`src/rtl/sclk_share_arbiter.sv`:
```
// sclk_share_arbiter: request/grant arbiter for the shared LCD serial clock.
// Two masters (LTM 3-wire config, touch ADC) share SCLK. A grant is only
// issued after a guard gap with SCLK parked, ownership is round-robin on
// ties, and a watchdog revokes a grant held longer than HOLD_MAX cycles.
module sclk_share_arbiter #(
  parameter int unsigned GUARD_CYCLES = 4,
  parameter int unsigned HOLD_MAX     = 4096,
  parameter int unsigned CNT_W        = 13,
  parameter logic        PARK_LEVEL   = 1'b0
) (
  input  logic clk,
  input  logic rst,
  input  logic req_ltm,
  input  logic req_adc,
  input  logic ltm_sclk_in,
  input  logic ltm_scen_in,
  input  logic adc_dclk_in,
  input  logic adc_cs_n_in,
  input  logic clr_err,
  output logic gnt_ltm,
  output logic gnt_adc,
  output logic bus_sclk,
  output logic ltm_scen_out,
  output logic adc_cs_n_out,
  output logic busy,
  output logic timeout_ltm,
  output logic timeout_adc
);

  typedef enum logic [1:0] {
    IDLE,
    PRE_GUARD,
    OWN,
    POST_GUARD
  } state_t;

  typedef enum logic {
    OWNER_LTM,
    OWNER_ADC
  } owner_t;

  localparam logic [CNT_W-1:0] GUARD_LOAD =
    (GUARD_CYCLES > 0) ? CNT_W'(GUARD_CYCLES - 1) : '0;
  localparam logic [CNT_W-1:0] HOLD_LAST = CNT_W'(HOLD_MAX - 1);

  state_t           state_q, state_d;
  owner_t           sel_q, sel_d;
  owner_t           last_q, last_d;
  logic [CNT_W-1:0] cnt_q, cnt_d;
  logic             gnt_ltm_q, gnt_ltm_d;
  logic             gnt_adc_q, gnt_adc_d;
  logic             to_ltm_q, to_ltm_d;
  logic             to_adc_q, to_adc_d;
  logic             lock_ltm_q, lock_ltm_d;
  logic             lock_adc_q, lock_adc_d;

  logic             elig_ltm, elig_adc;
  logic             req_sel;
  owner_t           winner;

  // State register and all sticky/registered outputs.
  always_ff @(posedge clk) begin
    if (rst) begin
      state_q    <= IDLE;
      sel_q      <= OWNER_LTM;
      last_q     <= OWNER_ADC;
      cnt_q      <= '0;
      gnt_ltm_q  <= 1'b0;
      gnt_adc_q  <= 1'b0;
      to_ltm_q   <= 1'b0;
      to_adc_q   <= 1'b0;
      lock_ltm_q <= 1'b0;
      lock_adc_q <= 1'b0;
    end else begin
      state_q    <= state_d;
      sel_q      <= sel_d;
      last_q     <= last_d;
      cnt_q      <= cnt_d;
      gnt_ltm_q  <= gnt_ltm_d;
      gnt_adc_q  <= gnt_adc_d;
      to_ltm_q   <= to_ltm_d;
      to_adc_q   <= to_adc_d;
      lock_ltm_q <= lock_ltm_d;
      lock_adc_q <= lock_adc_d;
    end
  end

  // Next-state logic: arbitration, guard/hold counting, watchdog and flags.
  always_comb begin
    state_d    = state_q;
    sel_d      = sel_q;
    last_d     = last_q;
    cnt_d      = cnt_q;
    // A locked-out master is released as soon as it drops its request.
    lock_ltm_d = lock_ltm_q & req_ltm;
    lock_adc_d = lock_adc_q & req_adc;
    to_ltm_d   = clr_err ? 1'b0 : to_ltm_q;
    to_adc_d   = clr_err ? 1'b0 : to_adc_q;

    elig_ltm = req_ltm & ~lock_ltm_q;
    elig_adc = req_adc & ~lock_adc_q;
    req_sel  = (sel_q == OWNER_ADC) ? req_adc : req_ltm;

    if (elig_ltm && elig_adc) begin
      winner = (last_q == OWNER_LTM) ? OWNER_ADC : OWNER_LTM;
    end else if (elig_adc) begin
      winner = OWNER_ADC;
    end else begin
      winner = OWNER_LTM;
    end

    unique case (state_q)
      IDLE: begin
        if (elig_ltm || elig_adc) begin
          sel_d = winner;
          if (GUARD_CYCLES > 0) begin
            state_d = PRE_GUARD;
            cnt_d   = GUARD_LOAD;
          end else begin
            state_d = OWN;
            cnt_d   = '0;
          end
        end
      end
      PRE_GUARD: begin
        if (!req_sel) begin
          state_d = IDLE;
          cnt_d   = '0;
        end else if (cnt_q == '0) begin
          state_d = OWN;
        end else begin
          cnt_d = cnt_q - 1'b1;
        end
      end
      OWN: begin
        if (!req_sel || cnt_q == HOLD_LAST) begin
          // Forced revoke only when the owner is still requesting; the
          // timeout set is applied after the clear so it wins a collision.
          if (req_sel) begin
            if (sel_q == OWNER_ADC) begin
              to_adc_d   = 1'b1;
              lock_adc_d = 1'b1;
            end else begin
              to_ltm_d   = 1'b1;
              lock_ltm_d = 1'b1;
            end
          end
          last_d = sel_q;
          if (GUARD_CYCLES > 0) begin
            state_d = POST_GUARD;
            cnt_d   = GUARD_LOAD;
          end else begin
            state_d = IDLE;
            cnt_d   = '0;
          end
        end else begin
          cnt_d = cnt_q + 1'b1;
        end
      end
      POST_GUARD: begin
        if (cnt_q == '0) begin
          state_d = IDLE;
        end else begin
          cnt_d = cnt_q - 1'b1;
        end
      end
      default: begin
        state_d = IDLE;
        cnt_d   = '0;
      end
    endcase

    // Grants are a registered image of the next state, so they rise on the
    // same edge that enters OWN and fall on the edge that leaves it.
    gnt_ltm_d = (state_d == OWN) && (sel_d == OWNER_LTM);
    gnt_adc_d = (state_d == OWN) && (sel_d == OWNER_ADC);
  end

  // Pin mux; the grant only changes while both masters are parked.
  always_comb begin
    bus_sclk     = PARK_LEVEL;
    ltm_scen_out = 1'b1;
    adc_cs_n_out = 1'b1;
    if (gnt_ltm_q) begin
      bus_sclk     = ltm_sclk_in;
      ltm_scen_out = ltm_scen_in;
    end else if (gnt_adc_q) begin
      bus_sclk     = adc_dclk_in;
      adc_cs_n_out = adc_cs_n_in;
    end
  end

  assign gnt_ltm     = gnt_ltm_q;
  assign gnt_adc     = gnt_adc_q;
  assign busy        = (state_q != IDLE);
  assign timeout_ltm = to_ltm_q;
  assign timeout_adc = to_adc_q;

endmodule
```
`config.mk`:
```
export PLATFORM = sky130hd
export DESIGN_NAME = sclk_share_arbiter
export DESIGN_NICKNAME = d
export VERILOG_FILES = /design/src/rtl/sclk_share_arbiter.sv
export SDC_FILE = /design/constraint.sdc
export NUM_CORES = 1
export LEC_CHECK = 0
export ABC_AREA = 1
export BUFFER_PORTS_ARGS = -buffer_cell sky130_fd_sc_hd__buf_2
export CORE_MARGIN = 5
export CORE_UTILIZATION = 35
export DETAILED_ROUTE_END_ITERATION = 10
export GPL_TIMING_DRIVEN = 0
export SLEW_MARGIN = 20
export SYNTH_ARGS = -nofsm -noshare
export SYNTH_HDL_FRONTEND = slang
export SYNTH_SLANG_ARGS = --single-unit
```
`constraint.sdc`:
```
create_clock -name clk -period 1.8 [get_ports clk]
set_input_delay 0.36 -clock clk [delete_from_list [all_inputs] [get_ports clk]]
set_output_delay 0.36 -clock clk [all_outputs]
set_load 0.01 [all_outputs]
```
==> PnR_summary.wiki, run 1 <==
{| class="wikitable"
! Metric !! Value
|-
| Internal || 0.989 mW
|-
| EDFF count, synth || 0
|-
| Worst Path Max Fanout || 5
|-
| Setup repair after global routing missed its margin || false
|-
| Fraction of the cycle the final worst path needs || 91.2%
|-
| Clock power share || 20.3%
|-
| Yosys top cell area share || 25.2%
|-
| First-pass iteration count of the detailed router || 4
|-
| Ports placed on the boundary || 17
|-
| Most numerous cell in the Yosys netlist || sky130_fd_sc_hd__nand2_1
|-
| Largest reg by FF count || cnt_q
|-
| Crit Reg-Reg Endpoint || last_q
|-
| Number of cells on the worst reg-to-reg path || 10
|-
| CP arrival || 1.80 ns
|-
| Ranking of synthesized cells by area || sky130_fd_sc_hd__dfxtp_1 (25%), sky130_fd_sc_hd__nand2_1 (16%), sky130_fd_sc_hd__nand3_1 (10%)
|-
| Proportion of power drawn by combinational gates || 45.0%
|-
| Synth Flop Type || sky130_fd_sc_hd__dfxtp_1
|-
| Net switching power || 0.783 mW
|-
| Height of the die || 82.3 um
|-
| Registers with the most flip-flops || cnt_q (13), state_q (2)
|-
| PD cells || 868 mW/mm^2
|-
| Measured slew at the worst slew-check pin || 0.506 ns
|-
| #FFs+latches synth || 23
|-
| Reported max-cap violation count || 0
|-
| Pins over their slew limit || 0
|-
| Syn_nets || 310
|-
| Setup_tns || 0 ns
|-
| Top achievable clock speed || 609 MHz
|-
| Total wirelength of the detailed-routed design || 4.52 mm
|-
| GRT overflow || 0
|-
| RR Startpoint || cnt_q[0]
|-
| Part of the Yosys area used for sequential elements || 25.2%
|-
| Crit Path Class || reg2reg
|-
| Antenna cells || 0
|-
| Post-route minimum period || 1.64 ns
|-
| Distinct cells, synth || 29
|-
| Number of antenna violations at the first check in global routing || 0
|-
| Final antenna-violating net count || 0
|-
| Most heavily used metal layer in global routing || met2
|-
| Starting density of the core || 35.8%
|-
| Largest vdd supply drop || 0.543 mV
|-
| Number of setup buffers added after CTS || 0
|-
| Run status || completed
|-
| Worst-case headroom to the max-slew limit || 66.3%
|-
| Largest buffer count on any clock path || 2
|-
| Core Area || 0.00511 sq mm
|-
| Crit path required time || 1.96 ns
|-
| Global routing usage on met2 || 25.3%
|-
| Dpl hpwl || 3.54 mm
|-
| Global-route wire length before repair || 7.83 mm
|-
| Number of flip-flops under the largest register name || 13
|-
| Total via count in the routed design || 1873
|-
| Number of DRC markers in iteration 0 || 110
|-
| Leakage power summed over all cells || 1.02 nW
|-
| Detailed-route vias per instance || 4.84
|-
| Hold path depth || 3
|-
| Clock Tree Root || sky130_fd_sc_hd__clkbuf_8
|-
| Post-synthesis async set-or-reset flop share || 0%
|-
| Mapped Avg Cell Area || 6.14 sq um
|-
| Input/output buffers || 15
|-
| Placer's final routability congestion estimate || 0.836
|-
| Met1 Usage GRT || 19.2%
|-
| Clock buffers created by TritonCTS || 3
|-
| Most used standard cells in the synthesized netlist || sky130_fd_sc_hd__nand2_1 (78), sky130_fd_sc_hd__inv_1 (44), sky130_fd_sc_hd__nand3_1 (37)
|-
| Type of element launching the critical path || flop
|-
| End point of the worst hold path || lock_ltm_q
|-
| Full die area || 0.00677 sq mm
|-
| Net count, final || 330
|-
| Number of cell rows || 26
|-
| H-tree levels || 1
|-
| Final-report setup violation count || 0
|-
| Area added between synthesis and finish || 11.7%
|-
| Vias in the first global route || 1721
|-
| Design Power || 1.77 mW
|-
| Class of the worst hold path || in2reg
|-
| DR DRC count || 0
|-
| FF-to-FF setup slack || 0.16 ns
|-
| Clock tree from TritonCTS || done
|-
| Layout cells sized above 1 || 18.9%
|-
| Endpoint kind of the worst setup timing path || flop
|-
| Pin count of the biggest net entering global routing || 15
|-
| Routed wirelength normalized by instance count || 11.7 um
|-
| Synthesized instance count || 298
|-
| Final Hold Fails || 0
|-
| Total clock sinks || 23
|-
| Library cell with the largest summed area after synthesis || sky130_fd_sc_hd__dfxtp_1
|-
| Floorplan die width || 82.3 um
|-
| Mapped cell area || 0.00183 sq mm
|-
| Start point of the worst hold path || req_ltm
|-
| Total number of yosys warnings || 0
|-
| Clock Skews || 0.00736 ns
|-
| Global routing met3 resource utilization || 2.93%
|-
| Worst-skew pair later-pin latency || 0.28 ns
|-
| Worst-path clk slew || 0.09 ns
|-
| Net switching fraction of the power || 44.2%
|-
| Share of total power in sequential cells || 34.7%
|-
| GR Util All Layers || 14.7%
|}
worst max path at each step:
stage,end,depth (start not counted),start
2_1_floorplan,cnt_q[2],10,cnt_q[0]
3_3_place_gp,cnt_q[11],10,cnt_q[0]
3_5_place_dp,last_q,10,cnt_q[0]
4_1_cts,cnt_q[11],10,cnt_q[0]
5_1_grt,cnt_q[7],10,cnt_q[0]
6_report,last_q,10,cnt_q[0]
final cells by class:
| type | count | area (sq um) |
|---|---|---|
| Fill cell | 575 | 3060 |
| Multi-Input combinational cell | 217 | 1120 |
| Sequential cell | 23 | 463 |
| Inverter | 49 | 184 |
| Tap cell | 70 | 87.6 |
| Timing Repair Buffer | 15 | 75.1 |
| Buffer | 9 | 62.6 |
| Clock buffer | 3 | 41.3 |
| Clock inverter | 1 | 7.51 |
kinds of logic (layout without fill, tap and decap cells):
kind of cell | count (synthesis) | in the layout | synth area share (%)
simple gates | 185 | 185 | 49.5
compound gates | 24 | 24 | 7.46
buf+inv | 58 | 77 | 13.5
flops | 23 | 23 | 25.2
fa+ha+maj | 3 | 3 | 2.05
xor+xnor | 5 | 5 | 2.39
cells in the final DEF, fill, tap and decap left out, drive strengths merged:
| master | instances |
|---|---|
| a21oi | 9 |
| buf | 23 |
| clkbuf | 4 |
| clkinvlp | 1 |
| dfxtp | 23 |
| ha | 3 |
| inv | 49 |
| nand2 | 84 |
| nand3 | 38 |
| nand3b | 1 |
| nand4 | 17 |
| nor2 | 37 |
| nor3 | 5 |
| o211ai | 5 |
| o21ai | 10 |
| or2 | 3 |
| xor2 | 5 |
stage by stage:
step                      util [%]  std cells  setup slack [ns]  area (sq um)  hold slack [ns]
after global placement        39.0        383            0.0814          1990            0.451
after global routing          40.0        387            0.0259          2040            0.336
final                         40.0        387             0.159          2040            0.326
after CTS                     40.0        387            0.0672          2040            0.322
after detailed placement      39.0        383            0.0799          1990            0.454
after floorplan                  -        298             0.377          1830            0.439
critical path: stages, from the launching register on:
cell and delay [ns]:
sky130_fd_sc_hd__dfxtp_2 0.40, sky130_fd_sc_hd__ha_1 0.20, sky130_fd_sc_hd__nand3_1 0.15, sky130_fd_sc_hd__inv_2 0.13, sky130_fd_sc_hd__nand4_2 0.18, sky130_fd_sc_hd__nand2_2 0.11
sky130_fd_sc_hd__nand2_2 0.06, sky130_fd_sc_hd__inv_2 0.09, sky130_fd_sc_hd__nand2_1 0.07, sky130_fd_sc_hd__o21ai_0 0.07, sky130_fd_sc_hd__nand2_1 0.06
power by group through the flow:
stage	logic (mW)	clock network, mW	registers, mW
finish	0.797	0.360	0.616
global route	0.916	0.394	0.622
CTS	0.799	0.371	0.611
detailed placement	0.794	0	0.624
global placement	0.793	0	0.623
floorplan	0.634	0	0.607
layer usage:
layer	part of all wire, %	up-vias	wire [um]
li1	-	992	-
met1	47	839	2130
met2	47	40	2140
met3	4.9	2	223
met4	0.60	0	27
met5	0	-	0
what timing repair did:
item                                    in CTS  in global routing
hold buffers                                 0                  0
gates resized for setup                      0                  4
endpoints found under the setup margin       0                 20
Note: power is estimated with default switching activity, not from simulation.
==> inputs of run 2 (changes only) <==
Settings changed: RECOVER_POWER from default to 100.
==> run 2 against run 1 <==
Via count hardly changed. Global-route usage unchanged. Sequential share of layout area up 0.14 points. Sequential cell count stayed put. Register-to-register slack about the same. Design area decreased by 0.61%. Clock power about the same.
==> PnR_summary.wiki, run 2 (synthesized netlist as in run 1, its figures left out) <==
{| class="wikitable"
! Metric !! Value
|-
| Total via count in the routed design || 1874 (was 1873)
|-
| Registers with the most flip-flops || cnt_q (13), state_q (2) (unchanged)
|-
| Total wirelength of the detailed-routed design || 4.51 mm (was 4.52 mm)
|-
| Worst-skew pair later-pin latency || 0.28 ns (about the same)
|-
| Post-route minimum period || 1.65 ns (was 1.64 ns)
|-
| Starting density of the core || 35.8% (unchanged)
|-
| Largest vdd supply drop || 0.542 mV (was 0.543 mV)
|-
| Clock Tree Root || sky130_fd_sc_hd__clkbuf_8 (unchanged)
|-
| Detailed-route vias per instance || 4.84 (about the same)
|-
| Worst Path Max Fanout || 5 (unchanged)
|-
| First-pass iteration count of the detailed router || 4 (unchanged)
|-
| Crit path required time || 1.96 ns (about the same)
|-
| Top achievable clock speed || 604 MHz (was 609 MHz)
|-
| Placed cells || 383 (unchanged)
|-
| Worst-path cell with the longest stage delay || sky130_fd_sc_hd__dfxtp_2 (unchanged)
|-
| DR DRC count || 0 (unchanged)
|-
| Worst-path clk slew || 0.09 ns (about the same)
|-
| Global-route wire length before repair || 7.83 mm (unchanged)
|-
| Commonest non-fill, non-tap cell in the layout || sky130_fd_sc_hd__nand2_1 (unchanged)
|-
| Class of the worst hold path || in2reg (unchanged)
|-
| Reported max-cap violation count || 0 (unchanged)
|-
| Post-Route Utilization || 39.8% (was 40.0%)
|-
| Total clock sinks || 23 (unchanged)
|-
| Leakage power summed over all cells || 0.993 nW (was 1.02 nW)
|-
| Delay of the slowest cell on the worst path || 0.40 ns (about the same)
|-
| Clock Skews || 0.00735 ns (was 0.00736 ns)
|-
| Type of element launching the critical path || flop (unchanged)
|-
| Number of DRC markers in iteration 0 || 116 (was 110)
|-
| Number of antenna violations at the first check in global routing || 0 (unchanged)
|-
| Setup_tns || 0 ns (unchanged)
|-
| Full die area || 0.00677 sq mm (unchanged)
|-
| Setup repair after global routing missed its margin || false (unchanged)
|-
| Commonest cells after routing, fill and taps aside || sky130_fd_sc_hd__nand2_1 (79), sky130_fd_sc_hd__inv_1 (42), sky130_fd_sc_hd__nand3_1 (37) (was sky130_fd_sc_hd__nand2_1 (78), sky130_fd_sc_hd__inv_1 (42), sky130_fd_sc_hd__nand3_1 (37))
|-
| Run status || completed (unchanged)
|-
| Height of the die || 82.3 um (unchanged)
|-
| Clock tree from TritonCTS || done (unchanged)
|-
| Floorplan die width || 82.3 um (unchanged)
|-
| Clock buffers created by TritonCTS || 3 (unchanged)
|-
| H-tree levels || 1 (unchanged)
|-
| Hold buffer count at CTS || 0 (unchanged)
|-
| GR Util All Layers || 14.7% (unchanged)
|-
| Pin count of the biggest net entering global routing || 15 (unchanged)
|-
| Final-report setup violation count || 0 (unchanged)
|-
| Antenna cells || 0 (unchanged)
|-
| Pins over their slew limit || 0 (unchanged)
|-
| Largest reg by FF count || cnt_q (unchanged)
|-
| Net count, final || 330 (unchanged)
|-
| Vias in the first global route || 1721 (unchanged)
|-
| Final instance count without filler cells || 387 (unchanged)
|-
| Crit Path Class || reg2reg (unchanged)
|-
| Fraction of the cycle the final worst path needs || 91.9% (was 91.2%)
|-
| Measured slew at the worst slew-check pin || 0.506 ns (about the same)
|-
| Number of flip-flops under the largest register name || 13 (unchanged)
|-
| Worst-case headroom to the max-slew limit || 66.3% (about the same)
|-
| CP arrival || 1.82 ns (was 1.80 ns)
|-
| Layout cells sized above 1 || 16.1% (was 18.9%)
|-
| Crit path cell chain || ha_1 -> nand3_1 -> inv_2 -> nand4_2 -> nand2_1 -> nand2_2 -> inv_2 -> nand2_1 -> o21ai_0 -> nand2_1 (was ha_1 -> nand3_1 -> inv_2 -> nand4_2 -> nand2_2 -> nand2_2 -> inv_2 -> nand2_1 -> o21ai_0 -> nand2_1)
|-
| Final antenna-violating net count || 0 (unchanged)
|-
| Routed wirelength normalized by instance count || 11.7 um (about the same)
|-
| Ports placed on the boundary || 17 (unchanged)
|-
| Dpl hpwl || 3.54 mm (unchanged)
|-
| Largest buffer count on any clock path || 2 (unchanged)
|-
| Input/output buffers || 15 (unchanged)
|-
| PD cells || 871 mW/mm^2 (was 868 mW/mm^2)
|-
| Number of cell rows || 26 (unchanged)
|-
| Final Hold Fails || 0 (unchanged)
|-
| Endpoint kind of the worst setup timing path || flop (unchanged)
|-
| Area added between synthesis and finish || 11.0% (was 11.7%)
|-
| Core Area || 0.00511 sq mm (unchanged)
|-
| Placer's final routability congestion estimate || 0.836 (unchanged)
|-
| GRT overflow || 0 (unchanged)
|-
| Most numerous cell on the critical path || sky130_fd_sc_hd__nand2_1
|}
-- run 2: cell count changes in the layout (fill, tap and decap cells not counted), sizes merged --
cell and change:
buf -8, clkbuf +8
-- run 2: per-stage QoR --
step	area [sq um]	power (mW)	hold slack, ns	setup WS (ns)
floorplan	1830	1.24	0.439	0.377
global placement	1990	1.42	0.451	0.0814
detailed placement	1990	1.42	0.454	0.0799
CTS	2040	1.78	0.322	0.0672
global route	2030	1.93	0.336	0.0206
finish	2030	1.77	0.326	0.145
-- run 2: worst max-delay path: cells and delay by family (launching register included) --
kind | cells | cell delay (ns)
simple gates | 6 | 0.64
flops | 1 | 0.40
fa+ha+maj | 1 | 0.20
buf+inv | 2 | 0.22
compound gates | 1 | 0.07
-- run 2: repair_timing --
item | CTS | global route
hold endpoints to repair | 0 | 0
endpoints found under the setup margin | 0 | 20
resized for setup | 0 | 4
setup buffers | 0 | 0
-- run 2: metal layers --
metal	wire (um)	vias to the layer above	track usage, %
li1	-	992	-
met2	2140	40	25.3
met5	0	-	0
met1	2130	840	19.2
met4	27	0	2.49
met3	217	2	2.93
-- run 2: cell type report --
class                           instances  area (sq um)
Fill cell                             580          3080
Buffer                                  9          62.6
Timing Repair Buffer                   15          65.1
Inverter                               49           184
Sequential cell                        23           463
Clock buffer                            3          41.3
Tap cell                               70          87.6
Clock inverter                          1          7.51
Multi-Input combinational cell        217          1120
-- run 2: power by group --
group / internal, mW / total, mW / switching [mW]
clock network: 0.158 / 0.360 / 0.202
logic: 0.272 / 0.794 / 0.522
registers: 0.556 / 0.616 / 0.0593
-- run 2: path summary, 6_finish.rpt --
kind	start	slack, ns	cells past startpoint	endpoint
worst min register to register	lock_adc_q	0.46	2	lock_adc_q
worst max register to register	cnt_q[0]	0.15	10	last_q
worst min-delay path	req_ltm	0.33	3	lock_ltm_q
worst max-delay path	cnt_q[0]	0.15	10	last_q
